## config.mk

```make
export PLATFORM = sky130hd
export DESIGN_NAME = addr_decoding
export DESIGN_NICKNAME = d
export VERILOG_FILES = /design/src/rtl/addr_decoding.sv
export SDC_FILE = /design/constraint.sdc
export NUM_CORES = 1
export LEC_CHECK = 0
export CAP_MARGIN = 20
export CORE_MARGIN = 2
export CORE_UTILIZATION = 25
export CTS_CLUSTER_SIZE = 14
export DETAILED_ROUTE_END_ITERATION = 6
export GPL_TIMING_DRIVEN = 1
export PLACE_DENSITY = 0.71
export SETUP_SLACK_MARGIN = 0.1
export SYNTH_ARGS = -nofsm -noshare
export SYNTH_HDL_FRONTEND = slang
export SYNTH_SLANG_ARGS = --single-unit
```

## constraint.sdc

```tcl
create_clock -name clk -period 3.5 [get_ports clk]
set_input_delay 0.525 -clock clk [delete_from_list [all_inputs] [get_ports clk]]
set_output_delay 0.525 -clock clk [all_outputs]
set_load 0.02 [all_outputs]
```

## src/rtl/addr_decoding.sv

```systemverilog
// ---------------------------------------------------------------------------
// addr_decoding
//   Classifies a 32-bit CPU byte address as internal data memory or external
//   memory. The internal window is [BASE_ADDR, LIMIT_ADDR], inclusive, and is
//   decoded with a full 32-bit unsigned compare, so there is no aliasing.
//   A zero-latency combinational decode is provided, together with a copy
//   registered on clk for pipelined consumers.
//
// Parameters
//   BASE_ADDR   first byte address of the internal window (inclusive)
//   LIMIT_ADDR  last byte address of the internal window (inclusive)
//   OFFSET_W    width of the local offset; the window must fit in 2**OFFSET_W
//
// Ports
//   clk           system clock, rising edge
//   rst           synchronous active-high reset (registered path only)
//   addr          CPU byte address
//   addr_valid    addr carries a real access this cycle
//   cs            combinational select: 0 = internal, 1 = external
//   int_offset    combinational addr - BASE_ADDR; 0 when cs = 1
//   cs_q          cs registered (resets to 1, the external/safe side)
//   int_offset_q  int_offset registered (resets to 0)
//   valid_q       addr_valid registered (resets to 0)
//
// Optional feature (macro ADDR_DECODING_HIT_CNT_EN)
//   int_hits      count of valid accesses that decoded internal (wraps)
//   ext_hits      count of valid accesses that decoded external (wraps)
// ---------------------------------------------------------------------------
module addr_decoding #(
  parameter logic [31:0] BASE_ADDR  = 32'h0000_0A00,
  parameter logic [31:0] LIMIT_ADDR = 32'h0000_0DFF,
  parameter int          OFFSET_W   = 10
) (
  input  logic                clk,
  input  logic                rst,
  input  logic [31:0]         addr,
  input  logic                addr_valid,
  output logic                cs,
  output logic [OFFSET_W-1:0] int_offset,
  output logic                cs_q,
  output logic [OFFSET_W-1:0] int_offset_q,
  output logic                valid_q
`ifdef ADDR_DECODING_HIT_CNT_EN
  ,
  output logic [31:0]         int_hits,
  output logic [31:0]         ext_hits
`endif
);

  // Window size in bytes, computed one bit wider so a full 4 GiB window
  // cannot overflow the check.
  localparam logic [32:0] WIN_BYTES = {1'b0, LIMIT_ADDR} - {1'b0, BASE_ADDR} + 33'd1;

  // Elaboration-time sanity checks on the parameter set.
  generate
    if (OFFSET_W < 1 || OFFSET_W > 32) begin : g_bad_offset_w
      $error("addr_decoding: OFFSET_W must be in 1..32");
    end else if (BASE_ADDR > LIMIT_ADDR) begin : g_bad_range
      $error("addr_decoding: BASE_ADDR is above LIMIT_ADDR");
    end else if (WIN_BYTES > (33'd1 << OFFSET_W)) begin : g_bad_window
      $error("addr_decoding: window does not fit in 2**OFFSET_W bytes");
    end
  endgenerate

  logic                in_window;
  logic                cs_d;
  logic [OFFSET_W-1:0] int_offset_d;
  logic                valid_d;

  // Combinational decode. Only the low OFFSET_W bits of the difference are
  // needed, and modular subtraction of the low bits gives exactly those.
  always_comb begin
    in_window = (addr >= BASE_ADDR) && (addr <= LIMIT_ADDR);
    if (in_window) begin
      cs         = 1'b0;
      int_offset = addr[OFFSET_W-1:0] - BASE_ADDR[OFFSET_W-1:0];
    end else begin
      cs         = 1'b1;
      int_offset = '0;
    end
  end

  // Next-state values for the registered copy.
  always_comb begin
    cs_d         = cs;
    int_offset_d = int_offset;
    valid_d      = addr_valid;
  end

  // Registered copy; captures every edge regardless of addr_valid.
  always_ff @(posedge clk) begin
    if (rst) begin
      cs_q         <= 1'b1;
      int_offset_q <= '0;
      valid_q      <= 1'b0;
    end else begin
      cs_q         <= cs_d;
      int_offset_q <= int_offset_d;
      valid_q      <= valid_d;
    end
  end

`ifdef ADDR_DECODING_HIT_CNT_EN
  logic [31:0] int_hits_d;
  logic [31:0] int_hits_q;
  logic [31:0] ext_hits_d;
  logic [31:0] ext_hits_q;

  // Hit counters advance only on qualified accesses and wrap naturally.
  always_comb begin
    int_hits_d = int_hits_q;
    ext_hits_d = ext_hits_q;
    if (addr_valid) begin
      if (cs) begin
        ext_hits_d = ext_hits_q + 32'd1;
      end else begin
        int_hits_d = int_hits_q + 32'd1;
      end
    end else begin
      int_hits_d = int_hits_q;
      ext_hits_d = ext_hits_q;
    end
  end

  // Hit counter registers.
  always_ff @(posedge clk) begin
    if (rst) begin
      int_hits_q <= 32'd0;
      ext_hits_q <= 32'd0;
    end else begin
      int_hits_q <= int_hits_d;
      ext_hits_q <= ext_hits_d;
    end
  end

  assign int_hits = int_hits_q;
  assign ext_hits = ext_hits_q;
`endif

endmodule

```

==> flow_summary.yaml <==
run_status:
  status: "finished, final reports clean"
synth:
  ys_top_cells_by_count: "nor3_1 (20), dfxtp_1 (12), nand2_1 (10)"
  synth_top_family_by_area: "simple AND/OR/NAND/NOR gates"
  synth_xor_area_share_pct: 1.55
  synthSimpleGateAreaFrac_pct: 50.7
  synth.area.top_cells: "dfxtp_1 (42%), nor3_1 (18%), nand3b_1 (12%)"
  yosys.area.top_type: "dfxtp_1"
  async_flop_share_pct: 0
  synth_cell_types: 15
  synth.area.mux_share_pct: 0
  synth_edf_count: 0
  ys_warn_count: 0
  synth_fa_ha_area_share_pct: 0
  syn_inst: 70
  ys_seq_area_share_pct: 42.5
  yosysMostFrequentCell: "nor3_1"
  netlist.area_leader.share_pct: 42.5
  ys_ff_latch: 12
  synth_compound_area_share_pct: 0
  syn_area_um2: 566
  ys.flop_type: "dfxtp_1"
  syn_avg_cell_area_um2: 8.08
  syn-num-nets: 105
cts:
  cts-root-buf: "clkbuf_4"
  htree_levels: 1
  cts-resized-gates: 0
  cts_buffers: 3
  ctsHoldBuffers: 0
  cts_buffer_depth: 2
  path_clk_slew_ps: 60
  clock-sinks: 12
  post_cts_buffers: 0
  cts_tree: "yes"
timing:
  drv_slew: 0
  slew_headroom_pct: 68.4
  rsz0062_at_grt: "no"
  finalSetupViolations: 0
  fmaxAchievable_mhz: 327
  whs_ps: 817
  timing.final.ws_setup_ps: 442
  min_period_ps: 3060
  tightest_slew_ps: 472
  final_hold_viol_count: 0
  fin_crit_sh_pct: 87.4
  tns_ps: 0
finish:
  num-fill-cells: 211
  num_antenna_cells: 0
  fin_nets: 165
  drive_gt1_share_pct: 8.53
  regArea_um2: 240
  multi_input_area_um2: 295
  areaGrowthSynthToFinish_pct: 115
power:
  p_leak_nw: 0.406
  internal-power_mw: 0.245
  cellPowerDensity_nw_per_um2: 251
  p_switching_mw: 0.0604
  pwr-share-seq_pct: 44.9
  power.share.switching_pct: 19.8
  ir_worst_vdd_mv: 0.164
  total_power_mw: 0.305
  power_frac_clock_pct: 33.5
  power.share.combinational_pct: 21.6
critical_path:
  crit_slowest_cell: "clkdlybuf4s50_1"
  worst-path-buf-inv: 3
  worstSetupPathType: "in2out"
  worstPathCellList: "clkdlybuf4s50_1 -> xor2_1 -> buf_4 -> nand2_1 -> nor3_1 -> clkdlybuf4s50_1"
  cp_slowest_stage_delay_ps: 650
  crit_arrival_ps: 2530
  path_common_cell: "clkdlybuf4s50_1"
  crit_path_end_kind: "output port"
  path_delay_family: "buffers and inverters"
  cp.required_ps: 2970
  start_kind: "primary input"
  worstPathMaxFanout: 7
grt:
  use_met3_pct: 4.31
  grt_max_degree: 14
  use_met1_pct: 18.0
  grt.busiest_layer: "met2"
  grt_pass1_wl_um: 2970
  use_met2_pct: 24.6
  grt_overflow: 0
  grt_pass1_vias: 660
  track_usage_pct: 15.3
  antenna_found_initial: 0
floorplanning:
  start_util_pct: 26.1
  die_y_um: 51.6
  ios: 58
  die_area_um2: 2660
  core_area_um2: 2170
  rows: 17
  die_x_um: 51.6
place:
  port_buffers: 57
  dpl_worst_slack_ps: 434
  dp_hpwl_um: 1530
  gp_congestion: 0.728
detailed_routing:
  firstDrtPassIters: 4
  drtAntennaViolNets: 0
  drt-initial-drc-count: 12
  wirelength_um: 1790
  wl_per_cell_um: 11.4
  vias: 687
  via_per_inst: 4.38
  drc: 0
worst_hold_path:
  worstHoldStart: "addr_valid"
  hold_class: "in2reg"
  hold_end: "valid_q"
  holdPathStages: 2
run:
  drv_cap: 0
-- cells by family after synthesis --
kind of cell | Yosys count
xor+xnor | 1
flops | 12
buf+inv | 7
simple gates | 50
-- how the worst max path moves through the flow --
stage          startpoint            end  slack, ps  cells past startpoint
4_1_cts           addr[9]  int_offset[4]        410                      6
2_1_floorplan    addr[23]  int_offset[0]       1300                      4
3_5_place_dp      addr[9]  int_offset[4]        430                      6
6_report          addr[9]  int_offset[4]        440                      6
3_3_place_gp     addr[10]  int_offset[5]        460                      6
5_1_grt          addr[10]  int_offset[6]        280                      6
-- layout make-up --
| cell class | instances | share of cell area [%] |
|---|---|---|
| Timing Repair Buffer | 62 | 50.1 |
| Sequential cell | 12 | 19.8 |
| Tap cell | 28 | 2.88 |
| Clock buffer | 4 | 2.99 |
| Multi-Input combinational cell | 51 | 24.3 |
-- power by group through the flow --
stage               sequential (mW)  combinational, mW  clock [mW]
detailed placement            0.140             0.0658           0
global route                  0.137             0.0712       0.117
CTS                           0.137             0.0661       0.104
floorplan                     0.141             0.0188           0
finish                        0.137             0.0659       0.102
global placement              0.140             0.0648           0
-- per-stage QoR --
step           instances  area, um2  utilization, %
6_report             157       1210            56.0
4_1_cts              157       1210            56.0
3_3_place_gp         153       1180            54.3
2_1_floorplan         70        566               -
5_1_grt              157       1210            56.0
3_5_place_dp         153       1180            54.3
-- flip-flops by register name (all words and copies together) (netlist names) --
signal,cells
cs_q,1
int_offset_q,10
valid_q,1
-- placed cells by master (no fill, tap or decap), types with 3 or more instances in the layout --
| cell | synthesis | routed |
|---|---|---|
| clkdlybuf4s50_1 | 0 | 57 |
| nor3_1 | 20 | 20 |
| dfxtp_1 | 12 | 12 |
| nand2_1 | 10 | 10 |
| nand3b_1 | 9 | 9 |
| buf_4 | 0 | 5 |
| nor4_1 | 4 | 4 |
| clkbuf_4 | 0 | 3 |
-- metal layers --
metal | share of wire (%) | up-vias
met1 | 42 | 289
met4 | 1.1 | 0
li1 | - | 365
met2 | 50 | 31
met5 | 0 | -
met3 | 7.3 | 2
(Power assumes the default switching activity.)
==> patch: new RTL, same settings <==
Put one more register stage on the output `valid_q`, without a reset. The value now appears one clock later. The other outputs are not delayed to match. Comments in the files are not updated.
--- a/src/rtl/addr_decoding.sv
+++ b/src/rtl/addr_decoding.sv
@@ -52,4 +52,6 @@
   localparam logic [32:0] WIN_BYTES = {1'b0, LIMIT_ADDR} - {1'b0, BASE_ADDR} + 33'd1;
 
+  logic valid_q_s0;
+
   // Elaboration-time sanity checks on the parameter set.
   generate
@@ -93,9 +95,9 @@
       cs_q         <= 1'b1;
       int_offset_q <= '0;
-      valid_q      <= 1'b0;
+      valid_q_s0   <= 1'b0;
     end else begin
       cs_q         <= cs_d;
       int_offset_q <= int_offset_d;
-      valid_q      <= valid_d;
+      valid_q_s0   <= valid_d;
     end
   end
@@ -138,4 +140,8 @@
 `endif
 
+  always_ff @(posedge clk) begin
+    valid_q <= valid_q_s0;
+  end
+
 endmodule
 
Formal check against the unedited RTL: not equivalent (a bounded check fails within 4 cycles, from zero or initial values and one cycle with rst high).
==> patch against the unedited design <==
Setup slack improved by 45 ps. Design area rose by 0.21%. Synthesized cell count rose by 1.4%. Worst hold slack got worse by 480 ps. Total power fell by 2.3%. Sequential cell count rose by 1. Count of clock-buffer cells in the layout did not move. Wire length fell by 0.56%. Clock power fell by 17%. Critical path type unchanged. Utilization fell by 0.96 points. Synthesized area rose by 3.5%.
==> patch: results (changes against the unedited design) <==
antenna violations before repair 0 (unchanged); crit-path max FO 9 (+2); max incr delay on CP 640 ps; Synthesized Nets 106 (+0.95%); CP max stage cell clkdlybuf4s50_1; Worst path top cell family by delay buffers and inverters; number of flip-flops in the largest register 10 (unchanged); htree depth 1 (unchanged); share of cells above drive strength 1 0.06977 (-0.01550); initial DRC count 8 (-4); Yosys cell types 15 (unchanged); diode count 0 (unchanged); Fin. Hold Viols 0 (unchanged); IO Port Bufs 57 (unchanged); Final Skew 0.03242 ps; largest net degree at the start of global routing 21 (+7); Leak 0.4031 nW (-0.61%); Commonest cells post-synth 20 x nor3_1, 13 x dfxtp_1, 10 x nand2_1; Post-CTS Setup Repair Bufs 0 (unchanged); largest cells by area after synthesis dfxtp_1 44%, nor3_1 17%, nand3b_1 12%; P_sw 0.06194 mW (+2.5%); Arr. time, crit path 2490 ps (-40 ps); Compound-Gate Fraction of Synth Area 0 (unchanged); Filler Cell Count 223 (+5.7%); placed cell areas 1191 µm² (+1.1%); worst hold path type reg2reg; gr usage total 0.1509 (-0.002177); first-pass GRT wire length 3118 µm (+5.1%); worst slack at placement 482.9 ps (+49.38 ps); worst slew pin tran 287.2 ps (-184.5 ps); Synth Warn # 0 (unchanged); Total Nets Final 165 (unchanged); clk buf depth 2 (unchanged); largest reg by FF count int_offset_q; outcome finished clean; HPWL Detailed 1496 µm (-2.4%); ys flop type dfxtp_1; maximum vdd drop 0.1110 mV (-32%); router iterations before antenna repair 4 (unchanged); Post-Synth Adder-Cell Area 0 (unchanged); vias in the first global route 707 (+7.1%); global placement routability congestion 0.7399 (+1.6%); mux cell area share after synthesis 0 (unchanged); clk_lat worst skew 260 ps; post-synthesis xor/xnor area fraction 0.01496 (-0.0005295); worst-case hold slack 336.5 ps (-480.8 ps); asr flop ratio synth 0 (unchanged); setup tns final 0 ps (unchanged); TritonCTS Buffers 3 (unchanged); post_cts resized 0 (unchanged); fmax 331.8 MHz (+1.5%); CTS Root Cell clkbuf_4; DRT Wirelength 1782 µm (-0.56%); sequential fraction of the synthesis area 0.4444 (+0.01967); vias per inst 4.325 (-1.2%); Worst R2R Setup Slack 3100 ps; clock transition at the registers of the reported paths 70 ps
[patch: cell count changes after synthesis, sizes merged]
cell / before / now
dfxtp: 12 / 13
[patch: kinds of logic (layout without fill, tap and decap cells)]
kind of cell / Yosys count / count (layout)
simple gates: 50 / 50
flops: 13 / 13
xor+xnor: 1 / 1
buf+inv: 7 / 65
[patch: worst paths after layout]
kind / start / endpoint / cells past startpoint
min reg2reg: valid_q_s0 / valid_q / 0
max reg2reg: valid_q_s0 / valid_q / 0
min: valid_q_s0 / valid_q / 0
max: addr[16] / int_offset[7] / 6
[patch: stage by stage]
step                instances    util
finish                    157  0.5503
floorplan                  71       -
detailed placement        153  0.5385
global placement          153  0.5385
global route              157  0.5503
CTS                       157  0.5503
[patch: area by class of cell]
type	count	area [µm²]	share of cell area
Sequential cell	13	260.3	0.2138
Clock buffer	4	26.28	0.02158
Timing Repair Buffer	61	600.6	0.4933
Multi-Input combinational cell	51	295.3	0.2425
Tap cell	28	35.03	0.02878
[patch: power by group through the flow]
| stage | sequential, mW | combinational [mW] | clock, mW |
|---|---|---|---|
| floorplan | 0.153 | 0.0188 | 0 |
| global placement | 0.153 | 0.0631 | 0 |
| detailed placement | 0.153 | 0.0638 | 0 |
| CTS | 0.149 | 0.0640 | 0.0896 |
| global route | 0.149 | 0.0698 | 0.0990 |
| finish | 0.149 | 0.0639 | 0.0850 |
[patch: metal layers]
layer	GRT usage	up-vias	part of all wire
met1	0.1837	284	0.44
met2	0.2604	23	0.50
met5	0	-	0
met3	0.01429	2	0.047
li1	-	370	-
met4	0.07692	0	0.012
